### src/rtl/cache_types.sv
// Shared types for the cacheline adaptor: FSM state encoding and beats-per-line helpers.
package cache_types;

    typedef enum logic [1:0] {
        IDLE     = 2'd0,
        RD_BURST = 2'd1,
        WR_BURST = 2'd2,
        DONE     = 2'd3
    } adaptor_state_t;

    localparam int BEATS_PER_LINE = 4;

    function automatic int beats_per_line(input int line_w, input int beat_w);
        return line_w / beat_w;
    endfunction

endpackage

### src/rtl/cacheline_adaptor.sv
// Bridges whole-line cache requests onto a beat-serial burst memory port.
// Optional watchdog abort is enabled with `define CACHELINE_ADAPTOR_TIMEOUT_EN.
module cacheline_adaptor
    import cache_types::*;
#(
    parameter int s_word    = 256,
    parameter int s_beat    = 64,
    parameter int s_timeout = 255
) (
    input  logic              clk,
    input  logic              rst,
    input  logic [31:0]       line_address,
    input  logic              line_read,
    input  logic              line_write,
    input  logic [s_word-1:0] line_wdata,
    output logic [s_word-1:0] line_rdata,
    output logic              line_resp,
    output logic [31:0]       burst_address,
    output logic              burst_read,
    output logic              burst_write,
    output logic [s_beat-1:0] burst_wdata,
    input  logic [s_beat-1:0] burst_rdata,
    input  logic              burst_resp,
    output logic              timeout_err
);

    localparam int beats = beats_per_line(s_word, s_beat);
    localparam int cnt_w = (beats > 1) ? $clog2(beats) : 1;

    if ((s_word % s_beat) != 0 || s_timeout < 1) begin : g_bad_cfg
        $error("cacheline_adaptor: bad parameter combination");
    end

    adaptor_state_t    state, state_next;
    logic [cnt_w-1:0]  count;
    logic [s_word-1:0] wdata_q;
    logic [31:0]       addr_q;
    logic              last_beat;
    logic              timeout_hit;
    logic              in_burst;

    assign in_burst  = (state == RD_BURST) || (state == WR_BURST);
    assign last_beat = burst_resp && (count == cnt_w'(beats - 1));

    assign burst_address = addr_q;
    assign burst_wdata   = wdata_q[int'(count)*s_beat +: s_beat];

`ifdef CACHELINE_ADAPTOR_TIMEOUT_EN
    localparam int tw = (s_timeout > 1) ? $clog2(s_timeout + 1) : 1;
    logic [tw-1:0] stall_cnt;
    logic          err_q;

    // Counts consecutive burst cycles with no beat accepted.
    assign timeout_hit = in_burst && !burst_resp && (stall_cnt == tw'(s_timeout - 1));
    assign timeout_err = err_q;

    always_ff @(posedge clk or negedge rst) begin
        if (!rst) begin
            stall_cnt <= '0;
            err_q     <= 1'b0;
        end else begin
            if (!in_burst || burst_resp) stall_cnt <= '0;
            else                         stall_cnt <= stall_cnt + 1'b1;
            if (timeout_hit) err_q <= 1'b1;
        end
    end
`else
    assign timeout_hit = 1'b0;
    assign timeout_err = 1'b0;
`endif

    always_ff @(posedge clk or negedge rst) begin
        if (!rst) begin
            state      <= IDLE;
            count      <= '0;
            line_rdata <= '0;
            wdata_q    <= '0;
            addr_q     <= '0;
        end else begin
            state <= state_next;
            case (state)
                IDLE: begin
                    if (line_write) begin
                        wdata_q <= line_wdata;
                        addr_q  <= line_address & ~32'h1f;
                    end else if (line_read) begin
                        addr_q  <= line_address & ~32'h1f;
                    end
                end
                RD_BURST, WR_BURST: begin
                    if (timeout_hit) begin
                        count <= '0;
                    end else if (burst_resp) begin
                        count <= last_beat ? '0 : count + 1'b1;
                        if (state == RD_BURST)
                            line_rdata[int'(count)*s_beat +: s_beat] <= burst_rdata;
                    end
                end
                default: ;
            endcase
        end
    end

    always_comb begin
        state_next  = state;
        burst_read  = (state == RD_BURST);
        burst_write = (state == WR_BURST);
        line_resp   = (state == DONE);
        case (state)
            IDLE: begin
                if (line_write)     state_next = WR_BURST;
                else if (line_read) state_next = RD_BURST;
            end
            RD_BURST, WR_BURST: begin
                if (last_beat || timeout_hit) state_next = DONE;
            end
            DONE:    state_next = IDLE;
            default: state_next = IDLE;
        endcase
    end

endmodule

### config.mk
export PLATFORM = sky130hd
export DESIGN_NAME = cacheline_adaptor
export DESIGN_NICKNAME = d
export VERILOG_FILES = /design/src/rtl/cache_types.sv /design/src/rtl/cacheline_adaptor.sv
export SDC_FILE = /design/constraint.sdc
export NUM_CORES = 1
export LEC_CHECK = 0
export BUFFER_PORTS_ARGS = -buffer_cell sky130_fd_sc_hd__buf_4
export CAP_MARGIN = 20
export CORE_AREA = 2 2 281 283
export DETAILED_ROUTE_END_ITERATION = 8
export DIE_AREA = 0 0 283 285
export PLACE_DENSITY = 0.5
export SLEW_MARGIN = 25
export SYNTH_ARGS = -nofsm -noshare
export SYNTH_HDL_FRONTEND = slang
export SYNTH_SLANG_ARGS = --single-unit
### constraint.sdc
create_clock -name clk -period 3.1 [get_ports clk]
set_input_delay 0.31 -clock clk [delete_from_list [all_inputs] [get_ports clk]]
set_output_delay 0.31 -clock clk [all_outputs]
set_load 0.1 [all_outputs]
Yosys cells after proc, flatten, opt, wreduce, memory -nomap -nowiden --
Index checks and enable logic that the tools add are counted. W data, S select, Z words.
Operators by class: add/subtract/negate cells 2, $mul 0, div/mod/pow operators 0, order comparisons 0, equal/unequal tests 6, shift operators 3, muxes and demuxes 8, bitwise operators 0, reductions and logical operators 9
Operators with widths (count):
- $bwmux W256 | 1
- $shift A64 B33 Y256 const A | 1
- $shiftx A256 B9 Y64 | 1
- $shiftx A64 B33 Y256 | 1
- $mux W32 | 2
- $neg A8 Y33 | 1
- $mux W2 | 4
- $reduce_and A2 Y1 | 4
- $eq A2 B2 Y1 const B | 3
- $pmux W2 S3 | 1
- $ne A3 B3 Y1 const B | 1
- $reduce_and A3 Y1 | 1
- $add A2 B1 Y2 const B | 1
- $eq A2 B1 Y1 const B | 1
- $logic_not A2 Y1 | 1
- $ne A2 B2 Y1 const B | 1
- $reduce_bool A2 Y1 | 1
- $reduce_or A2 Y1 | 1
- $logic_and A1 B1 Y1 | 1
Storage, ports and cells: register bits 548, latch bits 0, RAM bits 0, memory bits (read-only) 0, input port bits 357, output and inout port bits 356, word-level logic and storage cells 33, memories 0

Longest topological paths before layout --
depth in word-level cells 4, mapped depth 11, depth with buffers taken out 5

Worst setup path before layout --
OpenSTA, ideal clock, no wires.
path type flip-flop to flip-flop, start point reg count[1], end point reg line_rdata[132], setup time 0.069 ns, data arrival time 2.506 ns, data required time 3.031 ns, slack 0.525 ns, cell stages (with the launch flop) 10, path buffers 4, clock period less this slack 2.575 ns, cells stage by stage dfrtp_1 > clkbuf_1 > clkbuf_1 > inv_1 > ha_1 > clkbuf_1 > nand2b_1 > nor4_4 > buf_2 > a22o_1
Between the ends: cells in the longest elaborated chain, start to end 3, elaborated cells between the ends (all ways) 4, those cells by class add/sub: 1; shift: 2; mux: 1
RTL lines:
- start, declared | RTL line cacheline_adaptor.sv:35 | logic [cnt_w-1:0] count;
- start signal, assigned | RTL line cacheline_adaptor.sv:94 | count <= last_beat ? '0 : count + 1'b1;
- $neg A8 Y33 * | RTL line cacheline_adaptor.sv:96 | line_rdata[int'(count)*s_beat +: s_beat] <= burst_rdata;
- $shiftx A64 B33 Y256 / $shift A64 B33 Y256 (equally long branches) | RTL line cacheline_adaptor.sv:96
- $bwmux W256 * | RTL line cacheline_adaptor.sv:96
- end signal, assigned by index | RTL line cacheline_adaptor.sv:96
- end, declared | RTL line cacheline_adaptor.sv:16 | output logic [s_word-1:0] line_rdata,
Every way passes the cells marked *; elsewhere a longest branch is shown, timed or not. A chain may end at the register's enable or synchronous reset.

Final worst setup path --
start point reg count[0], end point out burst_wdata[36]
Between the ends: cells in the longest elaborated chain, start to end 1
RTL lines:
- $shiftx A256 B9 Y64 | RTL line cacheline_adaptor.sv:46 | assign burst_wdata = wdata_q[int'(count)*s_beat +: s_beat];
- end, declared | RTL line cacheline_adaptor.sv:21 | output logic [s_beat-1:0] burst_wdata,
Every way passes these cells.

==> run_results.csv <==
group,metric,value,unit
run_status,status,"finished, final reports clean",
clocking,clock_sinks,543,
worst_setup_path,start_kind,"flop",
sta,fmax,348,MHz
worst_setup_path,critical_path.cell_chain,"buf_4 -> mux4_2 -> buf_4",
logic_synthesis,postSynthCellCount,1529,
global_routing,grt_pass1_wl,112,mm
sta,finalWorstSetupSlack,225,ps
floorplanning,ioPinCount,713,
floorplanning,fp.dieW,283,um
place,dp.cells,3208,
sta,slew_headroom,38.9,%
clocking,insertion_delay,610,ps
floorplanning,die_height,285,um
logic_synthesis,yosys-top-cells-count,"543 x dfrtp_1, 284 x mux2_2, 229 x nand2_1",
sta,rsz0062_at_grt,"no",
sta,setup_viol,0,
logic_synthesis,synthFlopType,"dfrtp_1",
finish,instances_no_fill,3667,
logic_synthesis,ys.warnings.count,0,
logic_synthesis,synth_top_area_share,62.4,%
sta,fin_worst_skew,11.8,ps
finish,fillers,7291,
drt,drc,0,
sta,worstMarginPinSlew,917,ps
floorplanning,rows,103,
clocking,cts_tree,"yes",
sta,fin_crit,2870,ps
drt,vias,16783,
logic_synthesis,ys_seq_area_share,62.4,%
place,postPlaceCellArea,28400,um^2
worst_setup_path,max_stage_delay,610,ps
logic_synthesis,synth_cell_type_count,24,
drt,viasPerCell,4.58,
finish,design_area,33800,um^2
worst_setup_path,critPathSlowestCell,"mux4_2",
logic_synthesis,ys_ff_latch,543,
finish,drive_gt1_share,45.3,%
place,io_buffers,701,
hold_path,hold_class,"input pin to flop",
global_routing,grt_use_total,17.7,%
place,dp_hpwl,50.8,mm
worst_setup_path,cp_common_cell,"buf_4",
clocking,clk_path_buf_depth,3,
logic_synthesis,synth_area_per_cell,14.2,um^2
floorplanning,die-area,80700,um^2
logic_synthesis,synth_most_common_cell,"dfrtp_1",
worst_setup_path,cp.required,2790,ps
clocking,cts_root_buffer,"clkbuf_16",
drt,routedWlPerCell,19.8,um
run,maxCapViolCount,0,
clocking,clk_pin_slew_worst_paths,60,ps
worst_setup_path,end_kind,"output port",
logic_synthesis,synth_top_cell_by_area,"dfrtp_1",
drt,drtPass1Iterations,4,
logic_synthesis,synth_area_leaders,"dfrtp_1 62%, mux2_2 15%, mux4_2 6.6%, a22o_1 5.9%, nand2_1 3.9%",
sta,finalHoldViolCount,0,
finish,nets,2936,
sta,slew_violations,0,
logic_synthesis,syn-cell-area,21800,um^2
logic_synthesis,synth-async-reset-ratio,100,%
clocking,post_cts_resized,0,
floorplanning,core_region_area,78000,um^2
clocking,htree_levels,2,
floorplanning,initial_core_util,27.9,%
drt,dr.first_iter.drc_count,631,
place,pre_cts_ws,776,ps
worst_setup_path,crit_arrival,2560,ps
worst_setup_path,path_max_fanout,18,
place,gp_congestion,0.797,
global_routing,antenna_found_initial,6,
drt,drt-total-wl,72.5,mm
global_routing,overflow,0,
global_routing,grt_pass1_vias,18487,
drt,ant_nets,0,
worst_setup_path,crit_type,"flop to output port",
clocking,cts_inserted_buffers,61,
sta,min_period_over_period,92.7,%
logic_synthesis,synth_edf_count,0,
finish,syn2layout_area_growth,55.2,%
sta,fin_tns_setup,0,ps
global_routing,grt_max_degree,86,
## layer usage
layer	part of all wire [%]	vias to the layer above	track usage, %
met1	39	8518	21.0
met4	3.2	6	5.76
met2	51	550	31.2
met5	0.047	-	0
met3	6.4	130	4.50
li1	-	7579	-
## per-stage QoR
stage                     utilization, %  hold slack (ps)
final                               43.3             82.2
after global routing                43.3             77.9
after CTS                           43.3             39.5
after detailed placement            36.5              320
after global placement              36.5              313
after floorplan                        -             14.4
## layout make-up
| class | instances | area, um^2 | share of cell area, % |
|---|---|---|---|
| clock inverter | 15 | 138 | 0.407 |
| inverter | 5 | 18.8 | 0.0555 |
| sequential | 543 | 13600 | 40.2 |
| timing repair buffer | 1088 | 9260 | 27.4 |
| multi-input combinational | 870 | 7720 | 22.8 |
| clock buffer | 94 | 1740 | 5.16 |
| antenna | 2 | 5.00 | 0.0148 |
| tap | 1050 | 1310 | 3.89 |
## layout by cell type (no fill, tap or decap), types with 2 or more instances in the layout
master,synthesis,final
o21ai_0,112,112
clkinv_2,0,9
clkbuf_1,45,26
dfrtp_1,543,541
nand2b_1,2,2
nor4_4,2,2
mux2i_1,3,3
nor2_1,2,2
ha_1,10,10
buf_12,0,17
inv_1,5,5
conb_1,1,6
buf_4,7,722
diode_2,0,2
dlygate4sd3_1,0,348
nand3_4,0,2
nand2_1,229,228
mux2_2,284,284
clkbuf_16,0,63
bufinv_16,0,2
nand3_2,0,2
mux4_2,64,64
dfrtp_4,0,2
clkbuf_8,0,5
a22o_1,146,146
clkinvlp_4,0,2
## state kept, by name (all words and copies together) (netlist names)
| register | cells |
|---|---|
| line_rdata | 256 |
| wdata_q | 256 |
| burst_address | 27 |
| count | 2 |
| state | 2 |
## worst max-delay path: cells and delay by family (launching register included)
family / cells / cell delay (ps)
buffers and inverters: 2 / 700
multiplexers: 1 / 610
flip-flops: 1 / 600
## logic make-up after synthesis
group,count (synthesis),synth area share [%]
adders and majority gates,10,0.575
muxes,351,21.4
other,1,0.0172
AOI/OAI and AO/OA,260,8.50
and+or+nand+nor,243,4.52
buffers and inverters,121,2.56
DFF,543,62.4
## worst paths after layout
check / from / to / slack [ps] / cells after the start
max: count[0]$_DFFE_PN0P_ / burst_wdata[36] / 230 / 3
min: line_write / state[0]$_DFFE_PN0P_ / 80 / 4
min in group asynchronous: rst / line_rdata[94]$_DFFE_PN0P_ / 280 / 2
max reg2reg: count[0]$_DFFE_PN0P_ / line_rdata[29]$_DFFE_PN0P_ / 750 / 5
min reg2reg: line_rdata[69]$_DFFE_PN0P_ / line_rdata[69]$_DFFE_PN0P_ / 480 / 2
max in group asynchronous: rst / wdata_q[216]$_DFFE_PN0P_ / 1700 / 4
## repair_timing
action                                  4_1_cts  5_1_grt
endpoints found under the setup margin        0        0
hold buffers                                348        0
endpoints found under the hold margin       587        0
buffers inserted                              0        0
Power is left out: the tool's default activity adds up to more than one toggle a clock period on the data nets, which glitch-free logic cannot reach.
